`src/rtl/pipe_hazard_ctrl.sv`:
```
// Stall/flush controller for the 5-stage pipeline: RAW hazard detection, branch flush,
// SRAM wait-state sequencing and saturating stall statistics.
module pipe_hazard_ctrl #(
   parameter int unsigned MEM_WAIT = 3,
   parameter int unsigned CNT_W    = 16
) (
   input  logic             clk,
   input  logic             rst,
   input  logic [3:0]       id_src1,
   input  logic [3:0]       id_src2,
   input  logic             id_use_src1,
   input  logic             id_two_src,
   input  logic [3:0]       exe_dest,
   input  logic             exe_wb_en,
   input  logic             exe_mem_r_en,
   input  logic [3:0]       mem_dest,
   input  logic             mem_wb_en,
   input  logic             mem_req,
   input  logic             exe_br_taken,
   input  logic             fwd_en,
   output logic             freeze_pc,
   output logic             freeze_if_id,
   output logic             freeze_back,
   output logic             flush_if_id,
   output logic             flush_id_ex,
   output logic             mem_done,
   output logic [CNT_W-1:0] hazard_cnt,
   output logic [CNT_W-1:0] mem_stall_cnt
);

   localparam int unsigned WAIT_W = 4;

   generate
      if (MEM_WAIT < 1 || MEM_WAIT > 15) begin : g_bad_wait
         $error("pipe_hazard_ctrl: MEM_WAIT must be in 1..15");
      end
   endgenerate

   typedef enum logic [1:0] {
      ST_IDLE = 2'd0,
      ST_WAIT = 2'd1,
      ST_DONE = 2'd2
   } state_t;

   state_t            state_q, state_d;
   logic [WAIT_W-1:0] wcnt_q, wcnt_d;
   logic [CNT_W-1:0]  hazard_cnt_q, hazard_cnt_d;
   logic [CNT_W-1:0]  mem_stall_cnt_q, mem_stall_cnt_d;

   logic m1, m2, n1, n2;
   logic hazard;
   logic mem_stall;
   logic mem_done_raw;
   logic hazard_taken;

   // RAW detection against EXE/MEM destinations; with forwarding only a load-use stalls
   always_comb begin
      m1 = id_use_src1 && (id_src1 == exe_dest);
      m2 = id_two_src  && (id_src2 == exe_dest);
      n1 = id_use_src1 && (id_src1 == mem_dest);
      n2 = id_two_src  && (id_src2 == mem_dest);
      if (fwd_en) begin
         hazard = exe_mem_r_en && (m1 || m2);
      end else begin
         hazard = (exe_wb_en && (m1 || m2)) || (mem_wb_en && (n1 || n2));
      end
   end

   // SRAM wait-state sequencer; the IDLE-cycle request already stalls
   always_comb begin
      state_d      = state_q;
      wcnt_d       = wcnt_q;
      mem_stall    = 1'b0;
      mem_done_raw = 1'b0;
      case (state_q)
         ST_IDLE: begin
            if (mem_req) begin
               mem_stall = 1'b1;
               wcnt_d    = WAIT_W'(MEM_WAIT - 1);
               state_d   = ST_WAIT;
            end
         end
         ST_WAIT: begin
            mem_stall = 1'b1;
            if (wcnt_q == '0) begin
               state_d = ST_DONE;
            end else begin
               wcnt_d = wcnt_q - WAIT_W'(1);
            end
         end
         ST_DONE: begin
            mem_done_raw = 1'b1;
            state_d      = ST_IDLE;
         end
         default: begin
            state_d = ST_IDLE;
            wcnt_d  = '0;
         end
      endcase
   end

   // Priority: memory stall, then branch flush, then hazard bubble
   always_comb begin
      freeze_pc    = 1'b0;
      freeze_if_id = 1'b0;
      freeze_back  = 1'b0;
      flush_if_id  = 1'b0;
      flush_id_ex  = 1'b0;
      mem_done     = 1'b0;
      hazard_taken = 1'b0;
      if (!rst) begin
         mem_done = mem_done_raw;
         if (mem_stall) begin
            freeze_pc    = 1'b1;
            freeze_if_id = 1'b1;
            freeze_back  = 1'b1;
         end else if (exe_br_taken) begin
            flush_if_id = 1'b1;
            flush_id_ex = 1'b1;
         end else if (hazard) begin
            freeze_pc    = 1'b1;
            freeze_if_id = 1'b1;
            flush_id_ex  = 1'b1;
            hazard_taken = 1'b1;
         end
      end
   end

   // Saturating statistics
   always_comb begin
      hazard_cnt_d    = hazard_cnt_q;
      mem_stall_cnt_d = mem_stall_cnt_q;
      if (hazard_taken && (hazard_cnt_q != '1)) begin
         hazard_cnt_d = hazard_cnt_q + CNT_W'(1);
      end
      if (mem_stall && (mem_stall_cnt_q != '1)) begin
         mem_stall_cnt_d = mem_stall_cnt_q + CNT_W'(1);
      end
   end

   always_ff @(posedge clk) begin
      if (rst) begin
         state_q         <= ST_IDLE;
         wcnt_q          <= '0;
         hazard_cnt_q    <= '0;
         mem_stall_cnt_q <= '0;
      end else begin
         state_q         <= state_d;
         wcnt_q          <= wcnt_d;
         hazard_cnt_q    <= hazard_cnt_d;
         mem_stall_cnt_q <= mem_stall_cnt_d;
      end
   end

   assign hazard_cnt    = hazard_cnt_q;
   assign mem_stall_cnt = mem_stall_cnt_q;

   // A register is never frozen and flushed in the same cycle
   a_if_id_excl: assert property (@(posedge clk) !(freeze_if_id && flush_if_id));
   a_id_ex_excl: assert property (@(posedge clk) !(freeze_back && flush_id_ex));

endmodule

```
`config.mk`:
```
export PLATFORM = sky130hd
export DESIGN_NAME = pipe_hazard_ctrl
export DESIGN_NICKNAME = d
export VERILOG_FILES = /design/src/rtl/pipe_hazard_ctrl.sv
export SDC_FILE = /design/constraint.sdc
export NUM_CORES = 1
export LEC_CHECK = 0
export CAP_MARGIN = 20
export CORE_MARGIN = 10
export CORE_UTILIZATION = 31
export DETAILED_ROUTE_END_ITERATION = 6
export GPL_TIMING_DRIVEN = 1
export PLACE_DENSITY = 0.58
export SLEW_MARGIN = 15
export SYNTH_ARGS = -nofsm -noshare
export SYNTH_HDL_FRONTEND = slang
export SYNTH_SLANG_ARGS = --single-unit
```
`constraint.sdc`:
```
create_clock -name clk -period 4.2 [get_ports clk]
set_input_delay 0.63 -clock clk [delete_from_list [all_inputs] [get_ports clk]]
set_output_delay 0.63 -clock clk [all_outputs]
set_load 0.01 [all_outputs]
```
==> impl_metrics.json, run 1 <==
{
  "netlist_area_mm2": 0.00218,
  "clkLatencyLatePin_ns": 0.30,
  "final_antenna_net_count": 0,
  "cp.required_ns": 3.57,
  "setup_tns_ns": 0,
  "cts_buffer_depth": 2,
  "pwr-share-seq": 0.453,
  "num_io_pins": 64,
  "p_clk_frac": 0.367,
  "muxShareOfSynthArea": 0.0500,
  "start_util": 0.320,
  "rows": 30,
  "first_pass_iters": 4,
  "p_leak_uw": 0.00107,
  "seq_area_frac_synth": 0.349,
  "syn_avg_cell_area_um2": 8.37,
  "post-cts-setup-buffers": 0,
  "htreeDepth": 2,
  "hold-worst-slack_ns": 0.498,
  "num_vias": 2021,
  "synth_adder_area_share": 0.0172,
  "synth_compound_area_frac": 0.109,
  "numCtsBuffers": 5,
  "die-width_um": 104,
  "synth_xor_area_frac": 0.121,
  "synthSimpleGateAreaFrac": 0.310,
  "first_global_vias": 2031,
  "cts_tree": "yes",
  "place_congestion": 0.792,
  "switching_power_uw": 223,
  "worst_slew_pin_slew_ns": 0.531,
  "cts.sinks": 38,
  "fin_crit_sh": 0.862,
  "drt_iter0_drc": 85,
  "antenna_found_initial": 0,
  "synth_top_family_by_area": "simple AND/OR/NAND/NOR gates",
  "area_growth_pct": 37.0,
  "dieArea_mm2": 0.0108,
  "root_buffer": "clkbuf_8",
  "core_mm2": 0.00679,
  "grt_use_total": 0.105,
  "layout_common_cells": "63 x clkdlybuf4s50_1, 38 x dfxtp_1, 36 x nor2_1",
  "critical_path_peak_fanout": 24,
  "drv_slew": 0,
  "power_density_mw_per_mm2": 284,
  "maxCapViolCount": 0,
  "comb_power_share": 0.180,
  "finalHoldViolCount": 0,
  "switching_share": 0.264,
  "crit_type": "input pin to output pin",
  "drc": 0,
  "layout-drive-gt1-share": 0.0652,
  "ir_worst_vdd_mv": 0.0958,
  "hold_buffers": 0,
  "endpoint_kind": "output pin",
  "place_hpwl_um": 4380,
  "antennaDiodeCount": 0,
  "p_int_uw": 623,
  "viasPerCell": 4.83,
  "grt_overflow_total": 0,
  "rsz0062_at_grt": "no",
  "setup_viol": 0,
  "min_path_type": "flop to flop",
  "ctsResizeCount": 0,
  "clk_pin_slew_worst_paths_ns": 0.08,
  "fmax_mhz": 276,
  "final_common_cell": "clkdlybuf4s50_1",
  "worst_slack_ns": 0.580,
  "ys_ff_latch": 38,
  "ys_warn_count": 0,
  "grt_max_degree": 25,
  "grt_pass1_wl_um": 9750,
  "final_nets": 350,
  "crit_arrival_ns": 2.99,
  "status": "complete, no violations",
  "synth_nets": 289,
  "place_ws_ns": 0.600,
  "wirelength_um": 5660,
  "fillers": 694,
  "skew_ns": 0.00806,
  "synth_cell_types": 49,
  "synthCells": 260,
  "stdcell_count": 418,
  "die_y_um": 104,
  "period_needed_ns": 3.62,
  "critPathLaunchType": "input pin",
  "relSlewSlack": 0.637,
  "port_buffers": 63,
  "avgRoutedWirePerCell_um": 13.5,
  "post-place-cells": 410
}
cell families (layout without fill, tap and decap cells):
| family | count (synthesis) | count (layout) |
|---|---|---|
| buf+inv | 18 | 80 |
| xor+xnor | 30 | 30 |
| flops | 38 | 38 |
| compound gates | 33 | 33 |
| mux | 10 | 10 |
| fa+ha+maj | 3 | 3 |
| simple gates | 128 | 128 |
state kept, by name, indices dropped and copies added, names as in the netlist:
register and count:
hazard_cnt 16, mem_stall_cnt 16, state_q 2, wcnt_q 4
synthesized netlist by cell type, drive strengths merged:
master	count	area (µm²)
or4	3	22.5
nand2	24	103
o21a	3	22.5
nor2b	5	31.3
nand4	8	50.1
o21ai	6	30.0
nand3	12	60.1
nor4	7	58.8
mux2i	6	60.1
clkbuf	6	22.5
a2111oi	1	8.76
dfxtp	38	761
nor2	36	135
or2	2	12.5
inv	6	22.5
or3	3	18.8
buf	5	46.3
a31oi	3	18.8
and3	9	57.6
o311ai	1	8.76
xnor2	6	52.6
clkinv	1	3.75
nor4bb	1	10.0
o41ai	1	16.3
o31a	1	8.76
o31ai	4	30.0
and4	1	8.76
ha	3	37.5
mux2	4	48.8
nand3b	2	15.0
nor3	9	50.1
nand2b	3	18.8
nor3b	1	7.51
a41oi	1	27.5
o211ai	1	7.51
xor2	24	210
and2	2	15.0
a311oi	1	8.76
a21oi	10	50.1
power by group through the flow:
stage,Clock [µW],Sequential [µW],Combinational [µW]
6_report,310,383,152
4_1_cts,320,383,154
2_1_floorplan,0,392,91.5
3_5_place_dp,0,392,153
5_1_grt,332,385,173
3_3_place_gp,0,391,153
per-layer routing:
layer,track usage,part of all wire
met5,0,0
met4,0.0298,0.0085
met3,0.0390,0.068
met2,0.170,0.47
met1,0.127,0.46
worst paths after layout:
check	startpoint	cells past startpoint	slack [ns]	endpoint
max reg2reg	state_q[0]	7	2.03	hazard_cnt[5]
max	fwd_en	9	0.58	freeze_pc
min	wcnt_q[3]	2	0.50	wcnt_q[3]
min reg2reg	wcnt_q[3]	2	0.50	wcnt_q[3]
cell type report:
type / count / area [µm²] / share of cell area
inverters: 7 / 26.3 / 0.00881
clock buffers: 5 / 68.8 / 0.0231
multi-input cells: 204 / 1320 / 0.443
flip-flops and latches: 38 / 761 / 0.255
well taps: 96 / 120 / 0.0403
repair buffers: 65 / 646 / 0.216
clock inverters: 3 / 40.0 / 0.0134
critical path, cell delays in order:
cell             delay [ns]
clkdlybuf4s50_1        0.50
mux2_4                 0.32
nand2_2                0.07
nor3_2                 0.04
a31oi_1                0.28
and2_4                 0.36
o21ai_0                0.11
and2_1                 0.20
clkdlybuf4s50_1        0.48
per-stage QoR:
stage	utilization	power, µW	area, µm²
4_1_cts	0.439	857	2980
2_1_floorplan	-	483	2180
6_report	0.439	846	2980
5_1_grt	0.439	890	2980
3_5_place_dp	0.423	545	2870
3_3_place_gp	0.423	544	2870
Note: power is estimated with default switching activity, not from simulation.
==> inputs of run 2 (changes only) <==
CTS_CLUSTER_SIZE = 12   (was not set)
==> results of run 2 <==
Final layout, timing and power as in run 1 (identical DEF).
